$ cat config.mk
export PLATFORM = sky130hd
export DESIGN_NAME = lut_square_module
export DESIGN_NICKNAME = d
export VERILOG_FILES = /design/src/rtl/lut_square_module.sv
export SDC_FILE = /design/constraint.sdc
export NUM_CORES = 1
export LEC_CHECK = 0
export BUFFER_PORTS_ARGS = -buffer_cell sky130_fd_sc_hd__buf_4
export CAP_MARGIN = 15
export CORE_ASPECT_RATIO = 0.8
export CORE_MARGIN = 1
export CORE_UTILIZATION = 40
export CTS_CLUSTER_SIZE = 28
export DETAILED_ROUTE_END_ITERATION = 8
export PLACE_DENSITY = 0.68
export SYNTH_ARGS = -nofsm -noshare
export SYNTH_HDL_FRONTEND = slang
export SYNTH_SLANG_ARGS = --single-unit
$ cat constraint.sdc
create_clock -name clk -period 6.4 [get_ports clk]
set_input_delay 1.28 -clock clk [delete_from_list [all_inputs] [get_ports clk]]
set_output_delay 1.28 -clock clk [all_outputs]
set_load 0.1 [all_outputs]
$ cat src/rtl/lut_square_module.sv
// ---------------------------------------------------------------------------
// lut_square_module
//
// Back end of the pipelined quarter-square multiplier. The pre-add stage
// supplies i1 = a+b and i2 = a-b as 9-bit two's complement values. This block
// forms a*b as floor(i1^2/4) - floor(i2^2/4). The result is exact because i1
// and i2 always have the same parity, so their fractional parts cancel.
//
// Pipeline (one register level per stage):
//   stage 1 : r_m1/r_m2   = |i1|, |i2|                 (9-bit unsigned, 0..256)
//   stage 2 : r_q1/r_q2   = floor(m^2/4)               (15-bit unsigned, 0..16384)
//   stage 3 : r_prod      = {1'b0,q1} - {1'b0,q2}      (16-bit signed)
//
// Handshake: the whole pipe stalls only while the output holds a valid
// product that the consumer does not take. Bubbles move forward like data,
// so an empty stage never blocks the stages upstream of it.
//
// Configuration macro: SQ_LUT_ROM_EN
//   defined   : stage 2 looks up the squares in two 257x15 ROMs (one per
//               operand). The stage 2 register acts as the registered read
//               port.
//   undefined : stage 2 squares arithmetically and keeps bits [16:2].
//   Both builds give the same latency, handshake and bit-exact results.
//
// Ports:
//   clk        in   1   clock, rising edge
//   rst_n      in   1   asynchronous active-low reset
//   i1         in   9   a+b, signed, -256..254
//   i2         in   9   a-b, signed, -255..255
//   in_valid   in   1   i1/i2 carry a valid pair this cycle
//   in_ready   out  1   pipe can accept a pair this cycle
//   product    out  16  signed a*b, -16256..16384
//   out_valid  out  1   product is valid
//   out_ready  in   1   consumer takes product this cycle
// ---------------------------------------------------------------------------
module lut_square_module (
  input  logic        clk,
  input  logic        rst_n,
  input  logic [8:0]  i1,
  input  logic [8:0]  i2,
  input  logic        in_valid,
  output logic        in_ready,
  output logic [15:0] product,
  output logic        out_valid,
  input  logic        out_ready
);

  // Pipeline control
  logic        w_stall;
  logic        w_advance;

  // Stage valid bits
  logic        r_v1;
  logic        r_v2;
  logic        r_v3;

  // Stage 1: magnitudes
  logic [8:0]  w_abs1;
  logic [8:0]  w_abs2;
  logic [8:0]  r_m1;
  logic [8:0]  r_m2;

  // Stage 2: quarter squares
  logic [14:0] w_q1;
  logic [14:0] w_q2;
  logic [14:0] r_q1;
  logic [14:0] r_q2;

  // Stage 3: difference
  logic [15:0] r_prod;

  // Nine-bit negation of a negative value. -256 (9'h100) negates back to
  // 9'h100, which read as unsigned is 256, the magnitude we need.
  function automatic logic [8:0] absVal(input logic [8:0] x);
    return x[8] ? (~x + 9'd1) : x;
  endfunction

  // A full output that is not being taken freezes every stage at once.
  // Holding all stages is simpler than per-stage bubble collapsing and keeps
  // in_ready a single gate away from out_ready.
  assign w_stall   = r_v3 && !out_ready;
  assign w_advance = !w_stall;
  assign in_ready  = w_advance;

  assign w_abs1 = absVal(i1);
  assign w_abs2 = absVal(i2);

`ifdef SQ_LUT_ROM_EN
  // Quarter-square tables, entry k = floor(k^2/4). Two identical copies let
  // both operands be looked up in the same cycle from single-port ROMs.
  logic [14:0] r_romA [0:256];
  logic [14:0] r_romB [0:256];

  initial begin
    for (int k = 0; k < 257; k++) begin
      r_romA[k] = 15'((k * k) / 4);
      r_romB[k] = 15'((k * k) / 4);
    end
  end

  assign w_q1 = r_romA[r_m1];
  assign w_q2 = r_romB[r_m2];
`else
  // 256^2 = 65536 needs 17 bits; the two LSBs are the floor-by-4 that the
  // same-parity argument lets us drop without losing exactness.
  assign w_q1 = 15'(({8'd0, r_m1} * {8'd0, r_m1}) >> 2);
  assign w_q2 = 15'(({8'd0, r_m2} * {8'd0, r_m2}) >> 2);
`endif

  // Valid bits follow their upstream neighbour whenever the pipe moves, so a
  // bubble simply travels down the pipe like any other entry.
  always_ff @(posedge clk or negedge rst_n) begin
    if (!rst_n) begin
      r_v1 <= 1'b0;
      r_v2 <= 1'b0;
      r_v3 <= 1'b0;
    end else if (w_advance) begin
      r_v1 <= in_valid;
      r_v2 <= r_v1;
      r_v3 <= r_v2;
    end
  end

  // Stage 1 data only loads for a real pair, so a bubble leaves the last
  // magnitudes in place instead of toggling the datapath.
  always_ff @(posedge clk or negedge rst_n) begin
    if (!rst_n) begin
      r_m1 <= 9'd0;
      r_m2 <= 9'd0;
    end else if (w_advance && in_valid) begin
      r_m1 <= w_abs1;
      r_m2 <= w_abs2;
    end
  end

  // Stage 2 register: captures either the ROM lookup or the arithmetic
  // square, depending on the build.
  always_ff @(posedge clk or negedge rst_n) begin
    if (!rst_n) begin
      r_q1 <= 15'd0;
      r_q2 <= 15'd0;
    end else if (w_advance && r_v1) begin
      r_q1 <= w_q1;
      r_q2 <= w_q2;
    end
  end

  // Stage 3 register: both quarter squares are at most 16384, so their
  // zero-extended difference always fits in 16-bit two's complement.
  always_ff @(posedge clk or negedge rst_n) begin
    if (!rst_n) begin
      r_prod <= 16'd0;
    end else if (w_advance && r_v2) begin
      r_prod <= {1'b0, r_q1} - {1'b0, r_q2};
    end
  end

  assign product   = r_prod;
  assign out_valid = r_v3;

endmodule

==> results_tabular.tex <==
\begin{tabular}{lr}
\hline
Metric & Value \\
\hline
\multicolumn{2}{l}{\textbf{Global routing}} \\
\quad First-pass GRT wire length & 26.7 mm \\
\quad Global-route usage over all layers & 16.8\% \\
\quad Total global routing overflow & 0 \\
\quad Number of antenna violations at the first check in global routing & 0 \\
\quad Number of global-route vias before repair & 5573 \\
\quad Maximum number of pins on one net before global-route repair & 68 \\
\multicolumn{2}{l}{\textbf{Timing}} \\
\quad Final number of setup-violating endpoints & 0 \\
\quad Worst Max-Slew Pin Slew & 0.883 ns \\
\quad Hold\_ws & 0.478 ns \\
\quad Number of endpoints with negative hold slack in the final report & 0 \\
\quad Worst-case clock skew & 0.0113 ns \\
\quad Final worst setup slack & 1.61 ns \\
\quad Total negative slack for setup checks & 0 ns \\
\quad Final worst path period share & 74.9\% \\
\quad RSZ-0062 raised after global routing & no \\
\quad Final-report max-slew violation count & 0 \\
\quad Minimum clock period & 4.79 ns \\
\quad Max\_slew headroom & 41.0\% \\
\quad Fmax achieved & 0.209 GHz \\
\multicolumn{2}{l}{\textbf{Worst hold path}} \\
\quad Worst hold path depth & 1 \\
\quad HP Class & register to register \\
\quad Beginning of the worst hold path & product[5] \\
\quad Worst Hold Path EP & product[5] \\
\multicolumn{2}{l}{\textbf{Critical path}} \\
\quad Required time of the critical path & 6.62 ns \\
\quad Buffering stage count on the worst path with inverters included & 4 \\
\quad Critical Path AT & 5.01 ns \\
\quad R2r startpoint & r\_m1[6] \\
\quad Crit path kind & register to register \\
\quad Startpoint type of the worst setup path & register \\
\quad Reg2reg path depth & 16 \\
\quad Reg-to-reg slack, setup & 1.61 ns \\
\quad Slowest CP cell & sky130\_fd\_sc\_hd\_\_fa\_1 \\
\quad Cell-by-cell listing of the critical path & and2\_1 > inv\_1 > fa\_1 > inv\_1 > fa\_1 > inv\_1 > fa\_1 > fa\_1 > inv\_1 > ha\_1 > o21a\_1 > o31a\_1 > o2111ai\_1 > a21boi\_1 > or3\_1 > a41o\_1 \\
\quad Largest delay contributor family on the critical path & adder cells \\
\quad Critical-path maximum fanout & 12 \\
\quad Max stage delay on crit path & 0.60 ns \\
\quad End of the worst register-to-register path & r\_q1[12] \\
\quad CP Capture Type & register \\
\multicolumn{2}{l}{\textbf{Yosys}} \\
\quad Number of nets produced by synthesis & 1048 \\
\quad Synthesized area & 7570 um\^{}2 \\
\quad Count of distinct cell types in the synthesized netlist & 52 \\
\quad Synth Register Bits & 67 \\
\quad Share of flip-flops with an asynchronous set or reset after synthesis & 100\% \\
\quad Total of warnings raised by yosys & 0 \\
\quad Cells taking the most area after synthesis & sky130\_fd\_sc\_hd\_\_dfrtp\_1, sky130\_fd\_sc\_hd\_\_fa\_1, sky130\_fd\_sc\_hd\_\_ha\_1 \\
\quad Number of enable flip-flop cells after synthesis & 0 \\
\quad Area share of the leading cell type in the synthesized netlist & 22.2\% \\
\quad Most common flop cell mapped by yosys & sky130\_fd\_sc\_hd\_\_dfrtp\_1 \\
\quad Top cell type by total area after synthesis & sky130\_fd\_sc\_hd\_\_dfrtp\_1 \\
\quad Count of mapped cells out of synthesis & 872 \\
\quad Seq/Total Area, Yosys & 22.2\% \\
\quad Syn\_area\_per\_cell & 8.68 um\^{}2 \\
\multicolumn{2}{l}{\textbf{Clocking}} \\
\quad H-Tree Depth & 3 \\
\quad Cts-stage hold buffer count & 0 \\
\quad Cts bufs inserted & 9 \\
\quad Root Buffer & sky130\_fd\_sc\_hd\_\_clkbuf\_16 \\
\quad Setup repair bufs after CTS & 0 \\
\quad Clock edge transition at the registers on the reported setup and hold paths & 0.06 ns \\
\quad Number of sinks handled by clock tree synthesis & 67 \\
\quad Max Buffers Root-to-Sink & 2 \\
\quad Clock latency on the worst-skew pair & 0.34 ns \\
\quad CTS tree & done \\
\quad Post-cts repair resize count & 0 \\
\multicolumn{2}{l}{\textbf{Placed design}} \\
\quad Count of input and output buffers & 39 \\
\quad Weighted congestion at the end of routability-driven global placement & 0.873 \\
\quad Estimated wirelength of the detail-placed design & 12.4 mm \\
\quad Placement Setup Slack & 1.61 ns \\
\multicolumn{2}{l}{\textbf{Job}} \\
\quad Maximum capacitance violations & 0 \\
\multicolumn{2}{l}{\textbf{Final layout}} \\
\quad Count of fill cells added during filler insertion & 1835 \\
\quad Number of diodes & 0 \\
\quad Area growth from synthesis to layout & 10.6\% \\
\quad Nets & 1072 \\
\quad Area used by multi-input combinational logic & 5190 um\^{}2 \\
\quad Share of post-route cells with drive strength above 1 & 7.55\% \\
\quad Final cell utilization of the core & 45.6\% \\
\quad Seq. cell area & 1680 um\^{}2 \\
\multicolumn{2}{l}{\textbf{Detailed routing}} \\
\quad Detailed-route via count & 5604 \\
\quad Antenna viol nets, final & 0 \\
\quad Per-cell routed wire length & 13.0 um \\
\quad Via density & 4.86 \\
\quad DRT iter0 DRCs & 318 \\
\quad Final wirelength & 15.0 mm \\
\quad First-pass DRT Iterations & 5 \\
\quad Detailed-route DRC error count & 0 \\
\multicolumn{2}{l}{\textbf{Floorplan}} \\
\quad Top-Level Pins & 40 \\
\quad Initial Util & 41.3\% \\
\quad Rows & 44 \\
\quad Core footprint & 18300 um\^{}2 \\
\quad Area enclosed by the die boundary & 19500 um\^{}2 \\
\quad Vertical die dimension & 125 um \\
\quad Die Width & 156 um \\
\multicolumn{2}{l}{\textbf{Run status}} \\
\quad Outcome & completed \\
\hline
\end{tabular}
## flip-flops by register name, summed over array words and instances (netlist names)
signal / cells
r_m2: 9
out_valid: 1
product: 16
r_v2: 1
r_q1: 15
r_m1: 9
r_v1: 1
r_q2: 15
## Yosys cell counts, drive strengths merged (2+ instances only)
| master | n |
|---|---|
| inv | 156 |
| nand2 | 97 |
| ha | 86 |
| o21ai | 75 |
| fa | 68 |
| dfrtp | 67 |
| and2 | 48 |
| nor2 | 33 |
| a21oi | 30 |
| xor2 | 29 |
| clkbuf | 27 |
| xnor2 | 23 |
| nand2b | 10 |
| nand3 | 10 |
| nor2b | 10 |
| or3 | 10 |
| a21o | 9 |
| o21a | 9 |
| a211oi | 8 |
| o31ai | 7 |
| o31a | 6 |
| nor3 | 5 |
| a31oi | 4 |
| mux2 | 4 |
| mux2i | 4 |
| a41o | 3 |
| and3 | 3 |
| o211ai | 3 |
| o22ai | 3 |
| o41ai | 3 |
| a22o | 2 |
| buf | 2 |
| nor4 | 2 |
| o2111ai | 2 |
| o21bai | 2 |
## stage by stage
step	area, um^2	instances
3_3_place_gp	8090	1138
3_5_place_dp	8090	1138
2_1_floorplan	7570	872
4_1_cts	8360	1154
6_report	8360	1154
5_1_grt	8360	1154
## layout by cell type, fill, tap and decap left out, types with 3 or more instances in the layout
master and n:
sky130_fd_sc_hd__a211oi_1 8, sky130_fd_sc_hd__a21o_1 9, sky130_fd_sc_hd__a21oi_1 30, sky130_fd_sc_hd__a31oi_1 4
sky130_fd_sc_hd__a41o_1 3, sky130_fd_sc_hd__and2_1 48, sky130_fd_sc_hd__and3_1 3, sky130_fd_sc_hd__buf_4 42
sky130_fd_sc_hd__clkbuf_16 9, sky130_fd_sc_hd__dfrtp_1 67, sky130_fd_sc_hd__fa_1 68, sky130_fd_sc_hd__ha_1 86
sky130_fd_sc_hd__inv_1 156, sky130_fd_sc_hd__mux2_2 4, sky130_fd_sc_hd__mux2i_1 4, sky130_fd_sc_hd__nand2_1 97
sky130_fd_sc_hd__nand2b_1 10, sky130_fd_sc_hd__nand3_1 10, sky130_fd_sc_hd__nor2_1 33, sky130_fd_sc_hd__nor2b_1 9
sky130_fd_sc_hd__nor3_1 5, sky130_fd_sc_hd__o211ai_1 3, sky130_fd_sc_hd__o21a_1 9, sky130_fd_sc_hd__o21ai_0 71
sky130_fd_sc_hd__o21ai_1 4, sky130_fd_sc_hd__o22ai_1 3, sky130_fd_sc_hd__o31a_1 6, sky130_fd_sc_hd__o31ai_1 6
sky130_fd_sc_hd__or3_1 10, sky130_fd_sc_hd__xnor2_1 23, sky130_fd_sc_hd__xor2_1 29
## how the worst max path moves through the flow
stage	startpoint	slack, ns	depth (start not counted)	end
floorplan	r_m2[6]	1.77	17	r_q2[14]
global placement	r_m2[6]	1.68	16	r_q2[14]
detailed placement	r_m2[6]	1.61	16	r_q2[14]
CTS	r_m1[6]	1.60	16	r_q1[12]
global route	r_m1[6]	1.36	14	r_q1[12]
finish	r_m1[6]	1.61	16	r_q1[12]
## layout make-up
| type | count | area share, % |
|---|---|---|
| timing repair buffer | 42 | 3.77 |
| clock buffer | 9 | 2.69 |
| tap | 253 | 3.78 |
| clock inverter | 7 | 0.613 |
| sequential | 67 | 20.0 |
| multi-input combinational | 620 | 62.1 |
| inverter | 156 | 7.00 |
## metal layers
metal  part of all wire, %  wire, um  GRT usage (%)
met2                    41      6090           24.8
met1                    55      8220           26.3
met3                   3.8       575           2.74
met5                     0         0              0
met4                  0.49        73           2.19
## kinds of logic after synthesis
kind of cell	Yosys count	synth area share [%]
and+or+nand+nor	235	15.1
AOI/OAI and AO/OA	171	14.2
muxes	8	1.12
adders and majority gates	154	32.2
xor gates and xnor gates	52	6.02
DFF	67	22.2
buffers and inverters	185	9.19
Power is left out: the tool's default activity adds up to more than one toggle a clock period on the data nets, which glitch-free logic cannot reach.
